==> src/rtl/fnd_pkg.sv <==
// rtl/fnd_pkg.sv - shared 7-segment display constants and decode helpers
package fnd_pkg;

    typedef logic [1:0] digit_idx_t;

    localparam logic [7:0] SEG_0     = 8'hC0;
    localparam logic [7:0] SEG_1     = 8'hF9;
    localparam logic [7:0] SEG_2     = 8'hA4;
    localparam logic [7:0] SEG_3     = 8'hB0;
    localparam logic [7:0] SEG_4     = 8'h99;
    localparam logic [7:0] SEG_5     = 8'h92;
    localparam logic [7:0] SEG_6     = 8'h82;
    localparam logic [7:0] SEG_7     = 8'hF8;
    localparam logic [7:0] SEG_8     = 8'h80;
    localparam logic [7:0] SEG_9     = 8'h90;
    localparam logic [7:0] SEG_BLANK = 8'hFF;

    localparam logic [3:0] COM_DIG0 = 4'b1110;
    localparam logic [3:0] COM_DIG1 = 4'b1101;
    localparam logic [3:0] COM_DIG2 = 4'b1011;
    localparam logic [3:0] COM_DIG3 = 4'b0111;
    localparam logic [3:0] COM_OFF  = 4'b1111;

    function automatic logic [7:0] seg_decode(input logic [3:0] bcd);
        case (bcd)
            4'd0:    return SEG_0;
            4'd1:    return SEG_1;
            4'd2:    return SEG_2;
            4'd3:    return SEG_3;
            4'd4:    return SEG_4;
            4'd5:    return SEG_5;
            4'd6:    return SEG_6;
            4'd7:    return SEG_7;
            4'd8:    return SEG_8;
            4'd9:    return SEG_9;
            default: return SEG_BLANK;
        endcase
    endfunction

    function automatic logic [3:0] com_select(input digit_idx_t idx);
        case (idx)
            2'd0:    return COM_DIG0;
            2'd1:    return COM_DIG1;
            2'd2:    return COM_DIG2;
            default: return COM_DIG3;
        endcase
    endfunction

    // Decimal digit idx (0 = ones) of a 0..9999 binary value.
    function automatic logic [3:0] bcd_digit(input logic [13:0] value, input digit_idx_t idx);
        logic [13:0] q;
        q = value;
        for (int i = 0; i < 3; i++) begin
            if (2'(i) < idx) q = q / 14'd10;
        end
        return 4'(q % 14'd10);
    endfunction

endpackage

==> src/rtl/down_counter_if.sv <==
// rtl/down_counter_if.sv - control and display signal bundle for the countdown timer
interface down_counter_if;
    logic       run;
    logic       clear;
    logic       borrow;
    logic [3:0] fnd_com;
    logic [7:0] fnd_data;

    modport master (output run, clear, input borrow, fnd_com, fnd_data);
    modport slave  (input run, clear, output borrow, fnd_com, fnd_data);
endinterface

==> src/rtl/fnd_controller.sv <==
// rtl/fnd_controller.sv - four-digit common-anode scan driver for a 0..9999 value
module fnd_controller
    import fnd_pkg::*;
#(
    parameter int SCAN_DIV = 100_000
) (
    input  logic        clk,
    input  logic        reset,
    input  logic [13:0] value,
    output logic [3:0]  fnd_com,
    output logic [7:0]  fnd_data
);

    localparam int SW = (SCAN_DIV > 1) ? $clog2(SCAN_DIV) : 1;

    logic [SW-1:0] scan_cnt;
    digit_idx_t    digit_idx;
    logic [3:0]    digit;

    assign digit = bcd_digit(value, digit_idx);

    // Select and segments load on the same edge so a frame never mixes digits.
    always_ff @(posedge clk) begin
        if (reset) begin
            scan_cnt  <= '0;
            digit_idx <= '0;
            fnd_com   <= COM_OFF;
            fnd_data  <= SEG_BLANK;
        end else begin
            if (scan_cnt == SW'(SCAN_DIV - 1)) begin
                scan_cnt  <= '0;
                digit_idx <= digit_idx + 2'd1;
            end else begin
                scan_cnt <= scan_cnt + SW'(1);
            end
            fnd_com  <= com_select(digit_idx);
            fnd_data <= seg_decode(digit);
        end
    end

endmodule

==> src/rtl/down_counter.sv <==
// rtl/down_counter.sv - four-digit decimal countdown timer with wrap borrow and FND output
module down_counter #(
    parameter int TICK_DIV  = 10_000_000,
    parameter int SCAN_DIV  = 100_000,
    parameter int START_VAL = 9999
) (
    input  logic           clk,
    input  logic           reset,
    down_counter_if.slave  bus
);

    localparam int          TW    = (TICK_DIV > 1) ? $clog2(TICK_DIV) : 1;
    localparam logic [13:0] START = 14'(START_VAL);

    logic [TW-1:0] tick_cnt;
    logic [13:0]   count;
    logic          borrow_q;

    assign bus.borrow = borrow_q;

    // The divider only moves on run-cycles, so pausing keeps the partial period.
    always_ff @(posedge clk) begin
        if (reset) begin
            tick_cnt <= '0;
            count    <= START;
            borrow_q <= 1'b0;
        end else begin
            borrow_q <= 1'b0;
            if (bus.clear) begin
                tick_cnt <= '0;
                count    <= START;
            end else if (bus.run) begin
                if (tick_cnt == TW'(TICK_DIV - 1)) begin
                    tick_cnt <= '0;
                    if (count == 14'd0) begin
                        count    <= START;
                        borrow_q <= 1'b1;
                    end else begin
                        count <= count - 14'd1;
                    end
                end else begin
                    tick_cnt <= tick_cnt + TW'(1);
                end
            end
        end
    end

    fnd_controller #(.SCAN_DIV(SCAN_DIV)) u_fnd (
        .clk      (clk),
        .reset    (reset),
        .value    (count),
        .fnd_com  (bus.fnd_com),
        .fnd_data (bus.fnd_data)
    );

endmodule

==> src/flat_wrapper.sv <==
// flat-port wrapper written by rule: the top's interface ports become plain ports
module down_counter_flat 
#(
    parameter int TICK_DIV  = 10_000_000,
    parameter int SCAN_DIV  = 100_000,
    parameter int START_VAL = 9999
)
  (clk, reset, bus_run, bus_clear, bus_borrow, bus_fnd_com, bus_fnd_data);
  down_counter_if bus_i ();
  input  logic clk;
  input  logic reset;
  input wire logic [$bits(bus_i.run)-1:0] bus_run;
  input wire logic [$bits(bus_i.clear)-1:0] bus_clear;
  output wire logic [$bits(bus_i.borrow)-1:0] bus_borrow;
  output wire logic [$bits(bus_i.fnd_com)-1:0] bus_fnd_com;
  output wire logic [$bits(bus_i.fnd_data)-1:0] bus_fnd_data;
  assign bus_i.run = bus_run;
  assign bus_i.clear = bus_clear;
  assign bus_borrow = bus_i.borrow;
  assign bus_fnd_com = bus_i.fnd_com;
  assign bus_fnd_data = bus_i.fnd_data;
  down_counter #(.TICK_DIV(TICK_DIV), .SCAN_DIV(SCAN_DIV), .START_VAL(START_VAL)) u_core (.clk(clk), .reset(reset), .bus(bus_i));
endmodule
==> config.mk <==
export PLATFORM = sky130hd
export DESIGN_NAME = down_counter_flat
export DESIGN_NICKNAME = d
export VERILOG_FILES = /design/src/rtl/fnd_pkg.sv /design/src/rtl/down_counter_if.sv /design/src/rtl/fnd_controller.sv /design/src/rtl/down_counter.sv /design/src/flat_wrapper.sv
export SDC_FILE = /design/constraint.sdc
export NUM_CORES = 1
export LEC_CHECK = 0
export CELL_PAD_IN_SITES_DETAIL_PLACEMENT = 1
export CELL_PAD_IN_SITES_GLOBAL_PLACEMENT = 1
export CORE_MARGIN = 2
export CORE_UTILIZATION = 45
export CTS_BUF_LIST = sky130_fd_sc_hd__clkbuf_8
export DETAILED_ROUTE_END_ITERATION = 8
export PLACE_DENSITY_LB_ADDON = 0.1
export SETUP_SLACK_MARGIN = 0.3
export SYNTH_ARGS = -nofsm -noshare
export SYNTH_HDL_FRONTEND = slang
export SYNTH_SLANG_ARGS = --single-unit
==> constraint.sdc <==
create_clock -name clk -period 21.4 [get_ports clk]
set_input_delay 4.28 -clock clk [delete_from_list [all_inputs] [get_ports clk]]
set_output_delay 4.28 -clock clk [all_outputs]
set_load 0.01 [all_outputs]
==> key figures <==
Synth
  – Synthesized Nets: 1431
  – Post-synthesis instance area: 9813 µm²
  – Seq cells post-synth: 69
  – Synth Area per Inst: 6.989 µm²
  – EDFF count, synth: 0
  – FFs w/ async S/R, synth: 0%
  – Yosys synthesis warning count: 0
  – Library cells used by synthesis: 123
  – Post-synthesis sequential area ratio: 14.08%
  – Cells after Synth: 1404
  – Ys flop type: dfxtp_1

Placed design
  – DP Wirelength: 23.91 mm
  – Port bufs: 15
  – Final GP Congestion: 0.8906
  – Placed cell area: 9992 µm²

Clock network
  – Clock sink count: 69
  – Post-CTS Hold Buffers: 0
  – Clk pin slew, worst setup/hold paths: 0.10 ns
  – Bufs on Longest Clock Path: 2
  – Resize count post-CTS: 0
  – Clock root cell: clkbuf_8
  – Post-CTS Setup Bufs: 0
  – CTS Buf Count: 9
  – Clock latency on the worst-skew pair: 0.39 ns
  – CTS H-tree lvls: 3
  – CTS tree: yes

Power
  – Static Leak: 3.464 nW
  – Cell Pwr Density: 25.20 nW/µm²
  – Max VDD drop: 37.81 µV

Setup path
  – Max FO, Critical Path: 51
  – Crit Reg-Reg Startpoint: u_core.u_fnd.digit_idx[1]
  – CP endpoint kind: register
  – Slowest CP cell: a32oi_1
  – WP data required: 21.66 ns
  – Worst setup path startpoint: u_core.u_fnd.digit_idx[1]
  – Max incr delay on CP: 0.88 ns
  – Critical path type: register to register
  – Startpoint types: register
  – CP arrival: 10.46 ns

Cells and area
  – Area of the multi-input gates: 7889 µm²
  – Nets@finish: 1374
  – Layout Cell Area excl Fill: 10190 µm²
  – Inserted Diodes: 0
  – Layout cell share with drive strength beyond 1: 8.506%
  – Syn-to-layout area delta: 3.838%
  – Most frequent cells in the layout: nor2_1, nand2_1, a21oi_1
  – Commonest non-fill, non-tap cell in the layout: nor2_1
  – Storage element area: 1381 µm²
  – Fill cells: 2806

Timing
  – Min Tclk post-route: 10.20 ns
  – Setup tns final: 0 ns
  – Fin Clk Skew: 0.01359 ns
  – Worst Tran Pin Value: 1.177 ns
  – Endpoints failing hold: 0
  – Final setup vio count: 0
  – Final period util: 47.67%
  – Unrepaired setup endpoints after global routing: false
  – Max transition margin: 21.26%
  – Slew Limit Fails: 0
  – Max Clk Rate: 98.03 MHz

Floorplan
  – Die height: 151.7 µm
  – Initial Util: 45.39%
  – IO Count: 17
  – FP Rows: 54
  – Die ar.: 23000 µm²
  – Core area: 21620 µm²
  – Chip width: 151.7 µm

Route
  – DRT antenna net count: 0
  – Via count: 10858
  – Final wirelength: 32.62 mm
  – Drt first pass iters: 6
  – Residual DRC: 0
  – Iteration-0 DRC Markers: 579
  – Post-DR wirelength/cell: 19.99 µm
  – Detailed-route vias per instance: 6.653

GRT
  – First-pass GRT wire length: 54.01 mm
  – Number of global-route vias before repair: 10440
  – Grt total ovfl: 0
  – Largest net degree at the start of global routing: 52
  – All-Layer GR Usage: 28.49%
  – Antenna violations before repair: 0

Worst hold path
  – Worst min path class: register to register
  – Min-delay src: u_core.u_fnd.scan_cnt[0]

Run status
  – Status: completed

Job
  – Number of max-cap violations: 0
## final timing paths
| kind | to | slack (ns) | cells past startpoint |
|---|---|---|---|
| setup / recovery | u_core.u_fnd.fnd_data[6] | 11.20 | 34 |
| hold / removal | u_core.u_fnd.scan_cnt[0] | 0.45 | 1 |
| setup reg to reg | u_core.u_fnd.fnd_data[6] | 11.20 | 34 |
| hold reg to reg | u_core.u_fnd.scan_cnt[0] | 0.45 | 1 |
## sequential cells by signal, summed over array words and instances, names as in the netlist
name	cells
u_core.count	14
u_core.u_fnd.scan_cnt	17
u_core.u_fnd.digit_idx	2
u_core.bus.borrow	1
u_core.u_fnd.fnd_com	4
u_core.u_fnd.fnd_data	7
u_core.tick_cnt	24
## metal layers
layer / GRT usage [%] / share of wire, % / vias to the layer above / wire length (µm)
met2: 47.14 / 47 / 227 / 15300
met5: 0 / 0 / - / 0
met1: 38.14 / 47 / 5329 / 15260
met4: 9.907 / 2.8 / 0 / 915
li1: - / - / 5247 / -
met3: 3.593 / 3.5 / 55 / 1143
## where the power goes
| group | total [mW] | internal (mW) | switching (mW) |
|---|---|---|---|
| Clock | 0.119 | 0.0543 | 0.0649 |
| Sequential | 0.130 | 0.130 | 0.000678 |
| Combinational | 0.00732 | 0.00307 | 0.00425 |
## metrics by stage
step           hold slack (ns)  power, mW  setup slack [ns]  std cells  utilization, %
3_5_place_dp            0.4422     0.1409             11.40       1616           46.22
2_1_floorplan           0.4175     0.1373             13.69       1404               -
6_report                0.4527     0.2568             11.20       1632           47.13
4_1_cts                 0.4556     0.2597             11.32       1632           47.13
5_1_grt                 0.4639     0.2651             10.41       1632           47.13
3_3_place_gp            0.4305     0.1408             12.02       1616           46.22
## cell type report
cell class / count / share of cell area [%]
Clock buffer: 9 / 1.216
Clock inverter: 7 / 0.7245
Sequential cell: 69 / 13.56
Inverter: 31 / 1.142
Multi-Input combinational cell: 1207 / 77.42
Timing Repair Buffer: 29 / 2.505
Tap cell: 280 / 3.438
## worst max-delay path, delay by kind of cell (launching register included)
family	cells	cell delay, ns
compound gates	16	4.64
simple gates	8	1.93
mux	2	0.73
fa+ha+maj	3	0.74
buf+inv	5	1.62
flops	1	0.33
## kinds of logic after synthesis
| group | share of synthesized area [%] |
|---|---|
| flip-flops | 14.08 |
| AO/OA/AOI/OAI | 37.56 |
| buffers and inverters | 5.559 |
| AND/OR/NAND/NOR | 31.24 |
| XOR/XNOR | 5.521 |
| other | 0.03821 |
| multiplexers | 2.971 |
| adder cells (fa/ha/maj) | 3.035 |
## Yosys cell counts (all sizes together) (15+ instances only)
cell type  count  area [µm²]
nor2         157       594.3
nand2        145       544.3
o21ai         92       475.5
a21oi         82       410.4
dfxtp         69        1381
clkbuf        62       234.0
nor3          60       327.8
nand3         54       275.3
buf           35       195.2
xnor2         34       297.8
a211oi        30       247.7
nor4          30       200.2
inv           27       101.4
o211ai        27       212.7
xor2          27       244.0
a31oi         24       177.7
and2          24       150.1
nand4         24       150.1
ha            23       287.8
mux2i         19       190.2
nand2b        19       121.4
o31ai         18       155.1
a21o          17       127.6
and3          17       106.4
or3           17       111.4
o21a          15       112.6
or2           15       93.84
(Power assumes the default switching activity.)
